$ cat config.mk
export PLATFORM = sky130hd
export DESIGN_NAME = nvdla_sdp_mrdma_eg_cq_tracker_flat
export DESIGN_NICKNAME = d
export VERILOG_FILES = /design/src/rtl/nvdla_sdp_mrdma_eg_pkg.sv /design/src/rtl/nvdla_sdp_mrdma_eg_cq_tracker_if.sv /design/src/rtl/nvdla_sdp_mrdma_eg_pipe.sv /design/src/rtl/nvdla_sdp_mrdma_eg_cq_tracker.sv /design/src/flat_wrapper.sv
export SDC_FILE = /design/constraint.sdc
export NUM_CORES = 1
export LEC_CHECK = 0
export BUFFER_PORTS_ARGS = -buffer_cell sky130_fd_sc_hd__buf_2
export CORE_AREA = 2 2 419 421
export DETAILED_ROUTE_END_ITERATION = 7
export DIE_AREA = 0 0 421 423
export GPL_ROUTABILITY_DRIVEN = 0
export GPL_TIMING_DRIVEN = 0
export PLACE_DENSITY_LB_ADDON = 0.2
export RECOVER_POWER = 50
export SLEW_MARGIN = 20
export SYNTH_ARGS = -nofsm -noshare
export SYNTH_HDL_FRONTEND = slang
export SYNTH_HIERARCHICAL = 1
export SYNTH_SLANG_ARGS = --single-unit
$ cat constraint.sdc
create_clock -name nvdla_core_clk -period 2.5 [get_ports nvdla_core_clk]
set_clock_uncertainty 0.15 [all_clocks]
set_input_delay 0.375 -clock nvdla_core_clk [delete_from_list [all_inputs] [get_ports nvdla_core_clk]]
set_output_delay 0.375 -clock nvdla_core_clk [all_outputs]
set_load 0.005 [all_outputs]
$ cat src/rtl/nvdla_sdp_mrdma_eg_pkg.sv
// nvdla_sdp_mrdma_eg_pkg: shared constants and types for the SDP MRDMA egress
// cq tracker. Holds the context-queue entry layout, the entry width and the
// tracker state encoding.
package nvdla_sdp_mrdma_eg_pkg;

    // Context queue entry layout: [11:0] beat_cnt_m1, [12] last_surf, [13] last_layer
    localparam int unsigned CQ_W           = 14;
    localparam int unsigned BEAT_CNT_LSB   = 0;
    localparam int unsigned BEAT_CNT_MSB   = 11;
    localparam int unsigned LAST_SURF_BIT  = 12;
    localparam int unsigned LAST_LAYER_BIT = 13;

    localparam int unsigned PERF_W         = 32;

    typedef enum logic [0:0] {
        IDLE = 1'b0,
        RUN  = 1'b1
    } eg_state_e;

endpackage

$ cat src/rtl/nvdla_sdp_mrdma_eg_cq_tracker_if.sv
// nvdla_sdp_mrdma_eg_cq_tracker_if: bundle of the tracker's handshake and bus
// signals (cq pop, DMA read response, credit return, output beat, layer_done,
// perf counter). slave = tracker view, master = environment view.
interface nvdla_sdp_mrdma_eg_cq_tracker_if #(
    parameter int unsigned DW = 512
);
    logic                                   cq2eg_pvld;
    logic                                   cq2eg_prdy;
    logic [nvdla_sdp_mrdma_eg_pkg::CQ_W-1:0] cq2eg_pd;

    logic                                   dma_rd_rsp_pvld;
    logic                                   dma_rd_rsp_prdy;
    logic [DW-1:0]                          dma_rd_rsp_pd;
    logic                                   dma_rd_cdt_lat_fifo_pop;

    logic                                   eg_out_pvld;
    logic                                   eg_out_prdy;
    logic [DW-1:0]                          eg_out_pd;
    logic                                   eg_out_last_surf;
    logic                                   eg_out_last_layer;

    logic                                   layer_done;
    logic                                   perf_clr;
    logic [nvdla_sdp_mrdma_eg_pkg::PERF_W-1:0] perf_stall_cnt;

    modport slave (
        input  cq2eg_pvld, cq2eg_pd,
        input  dma_rd_rsp_pvld, dma_rd_rsp_pd,
        input  eg_out_prdy, perf_clr,
        output cq2eg_prdy, dma_rd_rsp_prdy, dma_rd_cdt_lat_fifo_pop,
        output eg_out_pvld, eg_out_pd, eg_out_last_surf, eg_out_last_layer,
        output layer_done, perf_stall_cnt
    );

    modport master (
        output cq2eg_pvld, cq2eg_pd,
        output dma_rd_rsp_pvld, dma_rd_rsp_pd,
        output eg_out_prdy, perf_clr,
        input  cq2eg_prdy, dma_rd_rsp_prdy, dma_rd_cdt_lat_fifo_pop,
        input  eg_out_pvld, eg_out_pd, eg_out_last_surf, eg_out_last_layer,
        input  layer_done, perf_stall_cnt
    );

endinterface

$ cat src/rtl/nvdla_sdp_mrdma_eg_pipe.sv
// nvdla_sdp_mrdma_eg_pipe: single-register valid/ready slice.
// Ports: clk, rst (sync, active-high); in_vld/in_rdy_c/in_pd upstream;
// out_vld/out_rdy/out_pd downstream. in_rdy_c is combinational.
module nvdla_sdp_mrdma_eg_pipe #(
    parameter int unsigned W = 514
) (
    input  logic         clk,
    input  logic         rst,
    input  logic         in_vld,
    output logic         in_rdy_c,
    input  logic [W-1:0] in_pd,
    output logic         out_vld,
    input  logic         out_rdy,
    output logic [W-1:0] out_pd
);

    // Accept when empty or when the held beat leaves this cycle.
    assign in_rdy_c = !out_vld || out_rdy;

    always_ff @(posedge clk) begin
        if (rst) begin
            out_vld <= 1'b0;
            out_pd  <= '0;
        end else if (in_vld && in_rdy_c) begin
            out_vld <= 1'b1;
            out_pd  <= in_pd;
        end else if (out_rdy) begin
            out_vld <= 1'b0;
        end
    end

endmodule

$ cat src/rtl/nvdla_sdp_mrdma_eg_cq_tracker.sv
// nvdla_sdp_mrdma_eg_cq_tracker: pops one cq context per read command, counts
// returning DMA read-response beats against it, tags the final beat with the
// entry's surface/layer end flags and forwards beats through a register slice.
// Ports: nvdla_core_clk, nvdla_core_rst (sync, active-high), eg (slave view of
// cq pop, read response, credit pop, output beat, layer_done, perf counter).
// Optional: NVDLA_SDP_MRDMA_EG_PERF_EN enables the saturating stall counter.
module nvdla_sdp_mrdma_eg_cq_tracker
    import nvdla_sdp_mrdma_eg_pkg::*;
#(
    parameter int unsigned DW    = 512,
    parameter int unsigned CNT_W = 12
) (
    input  logic                                 nvdla_core_clk,
    input  logic                                 nvdla_core_rst,
    nvdla_sdp_mrdma_eg_cq_tracker_if.slave       eg
);

    localparam int unsigned PW = DW + 2;

    eg_state_e         state;
    eg_state_e         state_nxt;
    logic [CNT_W-1:0]  beat_cnt;
    logic [CNT_W-1:0]  beat_cnt_nxt;
    logic              ctx_last_surf;
    logic              ctx_last_surf_nxt;
    logic              ctx_last_layer;
    logic              ctx_last_layer_nxt;

    logic              pipe_in_rdy;
    logic              rsp_acc;
    logic              beat_final;
    logic              out_vld;
    logic [PW-1:0]     out_pd;
    logic [PW-1:0]     pipe_in_pd;
    logic              layer_done_q;

    assign beat_final = (beat_cnt == '0);

    // No beat is taken while reset is asserted so no credit escapes.
    assign eg.dma_rd_rsp_prdy         = (state == RUN) && !nvdla_core_rst && pipe_in_rdy;
    assign rsp_acc                    = eg.dma_rd_rsp_pvld && eg.dma_rd_rsp_prdy;
    assign eg.dma_rd_cdt_lat_fifo_pop = rsp_acc;

    // Pop in IDLE, or chain the next context on the final beat of the current one.
    assign eg.cq2eg_prdy = (state == IDLE) || (rsp_acc && beat_final);

    // Next-state / context load.
    always_comb begin
        state_nxt          = state;
        beat_cnt_nxt       = beat_cnt;
        ctx_last_surf_nxt  = ctx_last_surf;
        ctx_last_layer_nxt = ctx_last_layer;
        unique case (state)
            IDLE: begin
                if (eg.cq2eg_pvld) begin
                    state_nxt          = RUN;
                    beat_cnt_nxt       = CNT_W'(eg.cq2eg_pd[BEAT_CNT_MSB:BEAT_CNT_LSB]);
                    ctx_last_surf_nxt  = eg.cq2eg_pd[LAST_SURF_BIT];
                    ctx_last_layer_nxt = eg.cq2eg_pd[LAST_LAYER_BIT];
                end
            end
            RUN: begin
                if (rsp_acc) begin
                    if (beat_final) begin
                        if (eg.cq2eg_pvld) begin
                            beat_cnt_nxt       = CNT_W'(eg.cq2eg_pd[BEAT_CNT_MSB:BEAT_CNT_LSB]);
                            ctx_last_surf_nxt  = eg.cq2eg_pd[LAST_SURF_BIT];
                            ctx_last_layer_nxt = eg.cq2eg_pd[LAST_LAYER_BIT];
                        end else begin
                            state_nxt = IDLE;
                        end
                    end else begin
                        beat_cnt_nxt = beat_cnt - CNT_W'(1);
                    end
                end
            end
            default: state_nxt = IDLE;
        endcase
    end

    always_ff @(posedge nvdla_core_clk) begin
        if (nvdla_core_rst) begin
            state          <= IDLE;
            beat_cnt       <= '0;
            ctx_last_surf  <= 1'b0;
            ctx_last_layer <= 1'b0;
        end else begin
            state          <= state_nxt;
            beat_cnt       <= beat_cnt_nxt;
            ctx_last_surf  <= ctx_last_surf_nxt;
            ctx_last_layer <= ctx_last_layer_nxt;
        end
    end

    // Output slice payload: {last_layer, last_surf, data}.
    assign pipe_in_pd = {beat_final && ctx_last_layer, beat_final && ctx_last_surf, eg.dma_rd_rsp_pd};

    nvdla_sdp_mrdma_eg_pipe #(.W(PW)) u_pipe (
        .clk      (nvdla_core_clk),
        .rst      (nvdla_core_rst),
        .in_vld   (rsp_acc),
        .in_rdy_c (pipe_in_rdy),
        .in_pd    (pipe_in_pd),
        .out_vld  (out_vld),
        .out_rdy  (eg.eg_out_prdy),
        .out_pd   (out_pd)
    );

    assign eg.eg_out_pvld       = out_vld;
    assign eg.eg_out_pd         = out_pd[DW-1:0];
    assign eg.eg_out_last_surf  = out_pd[DW];
    assign eg.eg_out_last_layer = out_pd[DW+1];

    // Pulse the cycle after the layer's final beat leaves.
    always_ff @(posedge nvdla_core_clk) begin
        if (nvdla_core_rst) begin
            layer_done_q <= 1'b0;
        end else begin
            layer_done_q <= out_vld && eg.eg_out_prdy && out_pd[DW+1];
        end
    end
    assign eg.layer_done = layer_done_q;

`ifdef NVDLA_SDP_MRDMA_EG_PERF_EN
    logic [PERF_W-1:0] perf_cnt;

    // Saturating downstream-stall counter; clear wins over increment.
    always_ff @(posedge nvdla_core_clk) begin
        if (nvdla_core_rst || eg.perf_clr) begin
            perf_cnt <= '0;
        end else if (out_vld && !eg.eg_out_prdy && (perf_cnt != '1)) begin
            perf_cnt <= perf_cnt + PERF_W'(1);
        end
    end
    assign eg.perf_stall_cnt = perf_cnt;
`else
    logic unused_perf_clr;
    assign unused_perf_clr   = eg.perf_clr;
    assign eg.perf_stall_cnt = '0;
`endif

endmodule
$ cat src/flat_wrapper.sv
// flat-port wrapper written by rule: the top's interface ports become plain ports
module nvdla_sdp_mrdma_eg_cq_tracker_flat import nvdla_sdp_mrdma_eg_pkg::*;
#(
    parameter int unsigned DW    = 512,
    parameter int unsigned CNT_W = 12
)
  (nvdla_core_clk, nvdla_core_rst, eg_cq2eg_pvld, eg_cq2eg_pd, eg_dma_rd_rsp_pvld, eg_dma_rd_rsp_pd, eg_eg_out_prdy, eg_perf_clr, eg_cq2eg_prdy, eg_dma_rd_rsp_prdy, eg_dma_rd_cdt_lat_fifo_pop, eg_eg_out_pvld, eg_eg_out_pd, eg_eg_out_last_surf, eg_eg_out_last_layer, eg_layer_done, eg_perf_stall_cnt);
  nvdla_sdp_mrdma_eg_cq_tracker_if #(.DW(DW)) eg_i ();
  input  logic nvdla_core_clk;
  input  logic nvdla_core_rst;
  input wire logic [$bits(eg_i.cq2eg_pvld)-1:0] eg_cq2eg_pvld;
  input wire logic [$bits(eg_i.cq2eg_pd)-1:0] eg_cq2eg_pd;
  input wire logic [$bits(eg_i.dma_rd_rsp_pvld)-1:0] eg_dma_rd_rsp_pvld;
  input wire logic [$bits(eg_i.dma_rd_rsp_pd)-1:0] eg_dma_rd_rsp_pd;
  input wire logic [$bits(eg_i.eg_out_prdy)-1:0] eg_eg_out_prdy;
  input wire logic [$bits(eg_i.perf_clr)-1:0] eg_perf_clr;
  output wire logic [$bits(eg_i.cq2eg_prdy)-1:0] eg_cq2eg_prdy;
  output wire logic [$bits(eg_i.dma_rd_rsp_prdy)-1:0] eg_dma_rd_rsp_prdy;
  output wire logic [$bits(eg_i.dma_rd_cdt_lat_fifo_pop)-1:0] eg_dma_rd_cdt_lat_fifo_pop;
  output wire logic [$bits(eg_i.eg_out_pvld)-1:0] eg_eg_out_pvld;
  output wire logic [$bits(eg_i.eg_out_pd)-1:0] eg_eg_out_pd;
  output wire logic [$bits(eg_i.eg_out_last_surf)-1:0] eg_eg_out_last_surf;
  output wire logic [$bits(eg_i.eg_out_last_layer)-1:0] eg_eg_out_last_layer;
  output wire logic [$bits(eg_i.layer_done)-1:0] eg_layer_done;
  output wire logic [$bits(eg_i.perf_stall_cnt)-1:0] eg_perf_stall_cnt;
  assign eg_i.cq2eg_pvld = eg_cq2eg_pvld;
  assign eg_i.cq2eg_pd = eg_cq2eg_pd;
  assign eg_i.dma_rd_rsp_pvld = eg_dma_rd_rsp_pvld;
  assign eg_i.dma_rd_rsp_pd = eg_dma_rd_rsp_pd;
  assign eg_i.eg_out_prdy = eg_eg_out_prdy;
  assign eg_i.perf_clr = eg_perf_clr;
  assign eg_cq2eg_prdy = eg_i.cq2eg_prdy;
  assign eg_dma_rd_rsp_prdy = eg_i.dma_rd_rsp_prdy;
  assign eg_dma_rd_cdt_lat_fifo_pop = eg_i.dma_rd_cdt_lat_fifo_pop;
  assign eg_eg_out_pvld = eg_i.eg_out_pvld;
  assign eg_eg_out_pd = eg_i.eg_out_pd;
  assign eg_eg_out_last_surf = eg_i.eg_out_last_surf;
  assign eg_eg_out_last_layer = eg_i.eg_out_last_layer;
  assign eg_layer_done = eg_i.layer_done;
  assign eg_perf_stall_cnt = eg_i.perf_stall_cnt;
  nvdla_sdp_mrdma_eg_cq_tracker #(.DW(DW), .CNT_W(CNT_W)) u_core (.nvdla_core_clk(nvdla_core_clk), .nvdla_core_rst(nvdla_core_rst), .eg(eg_i));
endmodule
# Word-level counts from Yosys, hierarchy flattened
# Cells that the tools add are included.
[totals]
reg_bits = 531
out_inout_bits = 551
wordCells = 45
[classes]
addsub = 1
eq_ne = 2
n_mux = 18
bitwise = 1
n_reduce_logical = 16
[op_table]
columns = ["op", "n"]
rows = [
  ["two-way mux 12 bit", 3],
  ["case mux 12 bit (2 select lines)", 1],
  ["logical NOT 12 bit", 1],
  ["subtractor 12 x 1 -> 12 bit, second input constant", 1],
  ["two-way mux 1 bit", 11],
  ["logical AND 1 bit", 9],
  ["case mux 1 bit (2 select lines)", 3],
  ["inequality test 2 bit, second input constant", 2],
  ["logical NOT 1 bit", 2],
  ["logical OR 1 bit", 2],
  ["AND reduction 2 bit", 1],
  ["nonzero test 2 bit", 1],
  ["NOT 1 bit", 1],
]

# Logic depth before layout (Yosys ltp)
[depth]
word_depth = 6
ltp_mapped = 12
mapped_depth_nobuf = 7

# By module
# Netlist, hierarchy kept.
[modules_own_cells]
columns = ["mod", "instances", "cells_per_inst", "area_per_inst_um2", "seq_area_each_um2"]
rows = [
  ["nvdla_sdp_mrdma_eg_pipe", 1, 2346, 22012.4, 10309.9],
  ["nvdla_sdp_mrdma_eg_cq_tracker", 1, 175, 1417.6, 320.3],
]

# Worst setup path after synthesis
# Ideal clock, no wire load.
[synth_path]
kind = "input to register"
from = "in eg_eg_out_prdy"
to = "reg u_core.u_pipe.out_pd[304]"
arrival_time_ns = 2.232
required_ns = 2.218
slack_ns = -0.014
cell_stages = 12
n_path_buf = 7
path_cell_list = "nand2b_4 buf_6 buf_6 buf_6 buf_2 nand4b_1 inv_1 buf_2 buf_2 clkbuf_1 a21bo_2 a21oi_1"
[synth_between]
elab_chain_cells = 4
[synth_rtl]
columns = ["item", "line_no", "source"]
rows = [
  ["start: declaration", "flat_wrapper.sv:15", "input wire logic [$bits(eg_i.eg_out_prdy)-1:0] eg_eg_out_prdy;"],
  ["logical OR 1 bit", "nvdla_sdp_mrdma_eg_pipe.sv:18", "assign in_rdy_c = !out_vld || out_rdy;"],
  ["net u_core.pipe_in_rdy", "nvdla_sdp_mrdma_eg_cq_tracker.sv:29", "logic pipe_in_rdy;"],
  ["logical AND 1 bit", "nvdla_sdp_mrdma_eg_cq_tracker.sv:40", "assign eg.dma_rd_rsp_prdy = (state == RUN) && !nvdla_core_rst && pipe_in_rdy;"],
  ["logical AND 1 bit", "nvdla_sdp_mrdma_eg_cq_tracker.sv:41", "assign rsp_acc = eg.dma_rd_rsp_pvld && eg.dma_rd_rsp_prdy;"],
  ["net eg_dma_rd_cdt_lat_fifo_pop", "flat_wrapper.sv:19", "output wire logic [$bits(eg_i.dma_rd_cdt_lat_fifo_pop)-1:0] eg_dma_rd_cdt_lat_fifo_pop;"],
  ["logical AND 1 bit", "nvdla_sdp_mrdma_eg_pipe.sv:24", "end else if (in_vld && in_rdy_c) begin"],
  ["end signal: assignment", "nvdla_sdp_mrdma_eg_pipe.sv:26", "out_pd <= in_pd;"],
  ["end: declaration", "nvdla_sdp_mrdma_eg_pipe.sv:14", "output logic [W-1:0] out_pd"],
]
# The timed path passes the listed nets, and every way through them passes these cells.
# A chain may end at the register's enable or synchronous reset.

# Worst setup path in the final report
[layout_path]
from = "reg u_core.beat_cnt[6]"
to = "out eg_cq2eg_prdy"
[layout_between]
elab_chain_cells = 3
[layout_rtl]
columns = ["item", "line_no", "source"]
rows = [
  ["start: declaration", "nvdla_sdp_mrdma_eg_cq_tracker.sv:22", "logic [CNT_W-1:0] beat_cnt;"],
  ["start signal: assignment", "nvdla_sdp_mrdma_eg_cq_tracker.sv:89", "beat_cnt <= beat_cnt_nxt;"],
  ["logical NOT 12 bit", "nvdla_sdp_mrdma_eg_cq_tracker.sv:37", "assign beat_final = (beat_cnt == '0);"],
  ["logical AND 1 bit", "nvdla_sdp_mrdma_eg_cq_tracker.sv:45", "assign eg.cq2eg_prdy = (state == IDLE) || (rsp_acc && beat_final);"],
  ["logical OR 1 bit", "nvdla_sdp_mrdma_eg_cq_tracker.sv:45", ""],
  ["end: declaration", "flat_wrapper.sv:17", "output wire logic [$bits(eg_i.cq2eg_prdy)-1:0] eg_cq2eg_prdy;"],
]
# No other way between the ends.

==> metrics.md <==
| Metric | Value |
|---|---|
| Final worst path period need | between 2 and 3 ns |
| Post-layout nets | 4834 |
| R2r startpoint | u_core/u_pipe/out_vld |
| Pin count of the biggest net entering global routing | 12 |
| Clock latency on the worst-skew pair | around 0.68 ns |
| Seq/Total Area, Yosys | 45.4% |
| Data required time of the worst path | 1.98 ns |
| Die area | roughly 180000 µm² |
| Seq pwr share | between 30% and 40% |
| Mapped Area | about 23000 µm² |
| Ys flop type | dfxtp_1 |
| Maxcap violations | 0 |
| Antenna violations before repair | 10 |
| Final TNS setup | -0.485 ns |
| PwrDens | 528 nW/µm² |
| Routed len/inst | 22.6 µm |
| Slew HR | 27.4% |
| Overall routed net length | 151000 µm |
| Number of I/O port buffers | 1049 |
| Critical Path Sink Type | output pin |
| Share of cells above drive strength 1 | about 45% |
| Final setup violation count | 5 |
| DR pass1 iterations | 5 |
| Critical path arrival | 2.41 ns |
| Yosys reg bits | 531 |
| Row count | 153 |
| Peak Freq | 0.341 GHz |
| Most Frequent Cell on Critical Path | buf_6 |
| Vias in the first global route | 27.7k |
| Worst Setup Start Kind | flip-flop |
| Setup CP Type | reg2out |
| Placed Cells | between 5k and 6k |
| Core area | approximately 170000 µm² |
| RR Endpoint | u_core/u_pipe/out_pd[0] |
| CTS clk-pin slew, worst paths | 0.06 ns |
| CTS max path bufs | 3 |
| Setup repair after global routing missed its margin | true |
| Setup crit end | eg_cq2eg_prdy |
| Post-synth cell types | 61 |
| GR Util All Layers | approximately 16% |
| CTS H-tree depth | 3 |
| Critical Path Fanout Max | 5 |
| Final worst slack | -0.431 ns |
| VDD IR max | 474 µV |
| Clk sinks | 531 |
| Avg Inst Size Synth | 9.29 µm² |
| R2r setup slk | -0.02 ns |
| Initial core utilization | 13.5% |
| Post-Synthesis Cells | 2521 |
| Post-Layout Cell Count | between 6k and 7k |
| CTS Buf Count | 74 |
| Antenna viol nets, final | 0 |
| Root cell of the clock tree | clkbuf_16 |
| Final period util | 117% |
| Combinational power share | between 10% and 20% |
| HPWL after DPL | between 100000 and 150000 µm |
| Cell internal pwr | about 17000 µW |
| Status | complete, but fails checks |
| Cell Area, Placed | 31700 µm² |
| I/O Pins | between 1k and 1.5k |
| Vert. Die Dim | 423 µm |
| CP cell instances | or4_4 -> o41ai_4 -> buf_6 -> and2_4 -> buf_6 |
| DR iter-0 viols | 1340 |
| First element of the critical path | u_core/beat_cnt[6] |
| Total number of vias | 26.9k |
| TritonCTS clock tree | built |
| Asr flop ratio synth | 0% |
| GRT overflow | 0 |
| Hold crit path type | in2reg |
| Leakage | 0.0171 µW |
| Synth warn | 6 |
| Via density per instance | about 4.0 |
| Residual DRC | 0 |
| Post-synth EDFFs | 0 |
| Slowest cell delay on critical path | approximately 0.59 ns |
| Die span in x | 421 µm |
| Hold Vio Cnt, Final | 0 |
| Final Cell Area | roughly 45000 µm² |
| Worst-case reg-to-reg path depth | 13 |
| First-pass GRT wire length | 210000 µm |
| Post-layout power | 23700 µW |
| Switching Fraction | 28.1% |
| Place WS | -2.82 ns |
| Slew Viols, Final | 0 |
| Violated checks | setup timing |
| Clock network fraction of design power | 44.4% |
| CP max-delay cell | or4_4 |
| Psw | approximately 6700 µW |
| Least-Margin Pin Slew | 1.09 ns |
| P&R area growth vs syn | 91.7% |
synthesized netlist by cell type, types with 3 or more instances:
cell	n	area [µm²]
a21bo_1	184	1840
a21bo_2	330	3300
a21oi_1	521	2610
a31oi_1	5	31.3
and2_1	4	25.0
buf_1	27	101
buf_2	113	566
buf_4	33	248
buf_6	25	282
clkbuf_1	125	469
dfxtp_1	531	10600
inv_1	7	26.3
mux2i_1	3	30.0
nand2_1	9	33.8
nand3_1	519	2600
nor2_1	20	75.1
nor3_1	3	15.0
nor4_1	3	18.8
o21ai_0	6	30.0
o22ai_1	4	25.0
worst min-delay path by stage:
| stage | cells past startpoint | endpoint | startpoint |
|---|---|---|---|
| finish | 3 | u_core/beat_cnt[5] | nvdla_core_rst |
| global route | 3 | u_core/beat_cnt[3] | nvdla_core_rst |
| CTS | 3 | u_core/beat_cnt[3] | nvdla_core_rst |
| detailed placement | 2 | u_core/ctx_last_layer | u_core/ctx_last_layer |
| global placement | 2 | u_core/ctx_last_layer | u_core/ctx_last_layer |
| floorplan | 2 | u_core/ctx_last_layer | u_core/ctx_last_layer |
what timing repair did:
item,CTS,global route
endpoints found under the setup margin,533,522
gates resized for setup,786,260
setup buffers,46,9
pin swaps,397,99
gates cloned,56,7
hold endpoints to repair,527,0
hold buffers,530,0
worst max-delay path: cells and delay by family (launching register included):
kind	cells	cell delay [ns]
compound gates	1	0.39
buf+inv	2	0.25
flops	1	0.35
simple gates	2	0.74
sequential cells by signal (all words and copies together), names as in the netlist:
| name | cells |
|---|---|
| u_core/state | 1 |
| u_core/ctx_last_layer | 1 |
| u_core/eg.layer_done | 1 |
| u_core/u_pipe/out_pd | 514 |
| u_core/u_pipe/out_vld | 1 |
| u_core/ctx_last_surf | 1 |
| u_core/beat_cnt | 12 |
cells in the final DEF (no fill, tap or decap), drive strengths merged, types with 2 or more instances in the layout:
cell	netlist	layout
and2	6	6
bufinv	0	2
o21ai	6	6
a21oi	521	521
clkinv	0	15
diode	0	4
mux2i	3	3
a31oi	5	5
nand2b	2	2
nor4	6	6
ha	2	2
conb	1	32
dfxtp	531	531
a211oi	2	2
o22ai	4	4
dlygate4sd3	0	530
nor2b	2	2
nand3	520	520
a21bo	514	514
nor3	3	3
clkbuf	126	600
o41ai	3	3
inv	7	8
buf	198	970
nor2	20	20
clkinvlp	0	2
and3	2	2
or3	2	2
o221a	2	2
nand2	10	10
metrics by stage:
| step | utilization (%) | hold WS [ns] |
|---|---|---|
| floorplan | - | 0.305 |
| global placement | 18.3 | 0.326 |
| detailed placement | 18.3 | 0.334 |
| CTS | 25.6 | 0.0165 |
| global route | 25.9 | 0.0671 |
| finish | 25.9 | 0.0922 |
power by group through the flow:
stage / logic, µW / clock network, µW / registers, µW
final: 4240 / 10500 / 8960
after global routing: 4520 / 11200 / 8990
after CTS: 4200 / 11000 / 8950
after detailed placement: 2690 / 0 / 9120
after global placement: 2700 / 0 / 9120
after floorplan: 1260 / 0 / 9120
area by class of cell:
| cell class | instances | area [µm²] |
|---|---|---|
| antenna | 4 | 10.0 |
| buffer | 314 | 3160 |
| clock buffer | 105 | 2130 |
| clock inverter | 20 | 209 |
| fill | 19000 | 128000 |
| inverter | 7 | 32.5 |
| multi-input combinational | 1690 | 13800 |
| sequential | 531 | 10600 |
| tap | 2325 | 2910 |
| timing repair buffer | 1682 | 12000 |
cells by family after synthesis:
kind of cell	share of synthesized area, %
buf+inv	7.24
simple gates	12.7
fa+ha+maj	0.107
mux	0.176
xor+xnor	0.0374
other cells	0.0160
compound gates	34.3
flops	45.4
routing by layer:
| layer | global-route usage [%] | vias up | wire length [µm] |
|---|---|---|---|
| li1 | - | 12700 | - |
| met1 | 19.1 | 13100 | 61600 |
| met2 | 28.2 | 857 | 75300 |
| met3 | 3.84 | 197 | 8840 |
| met4 | 6.10 | 2 | 5490 |
| met5 | 0 | - | 15 |
(Power assumes the default switching activity.)
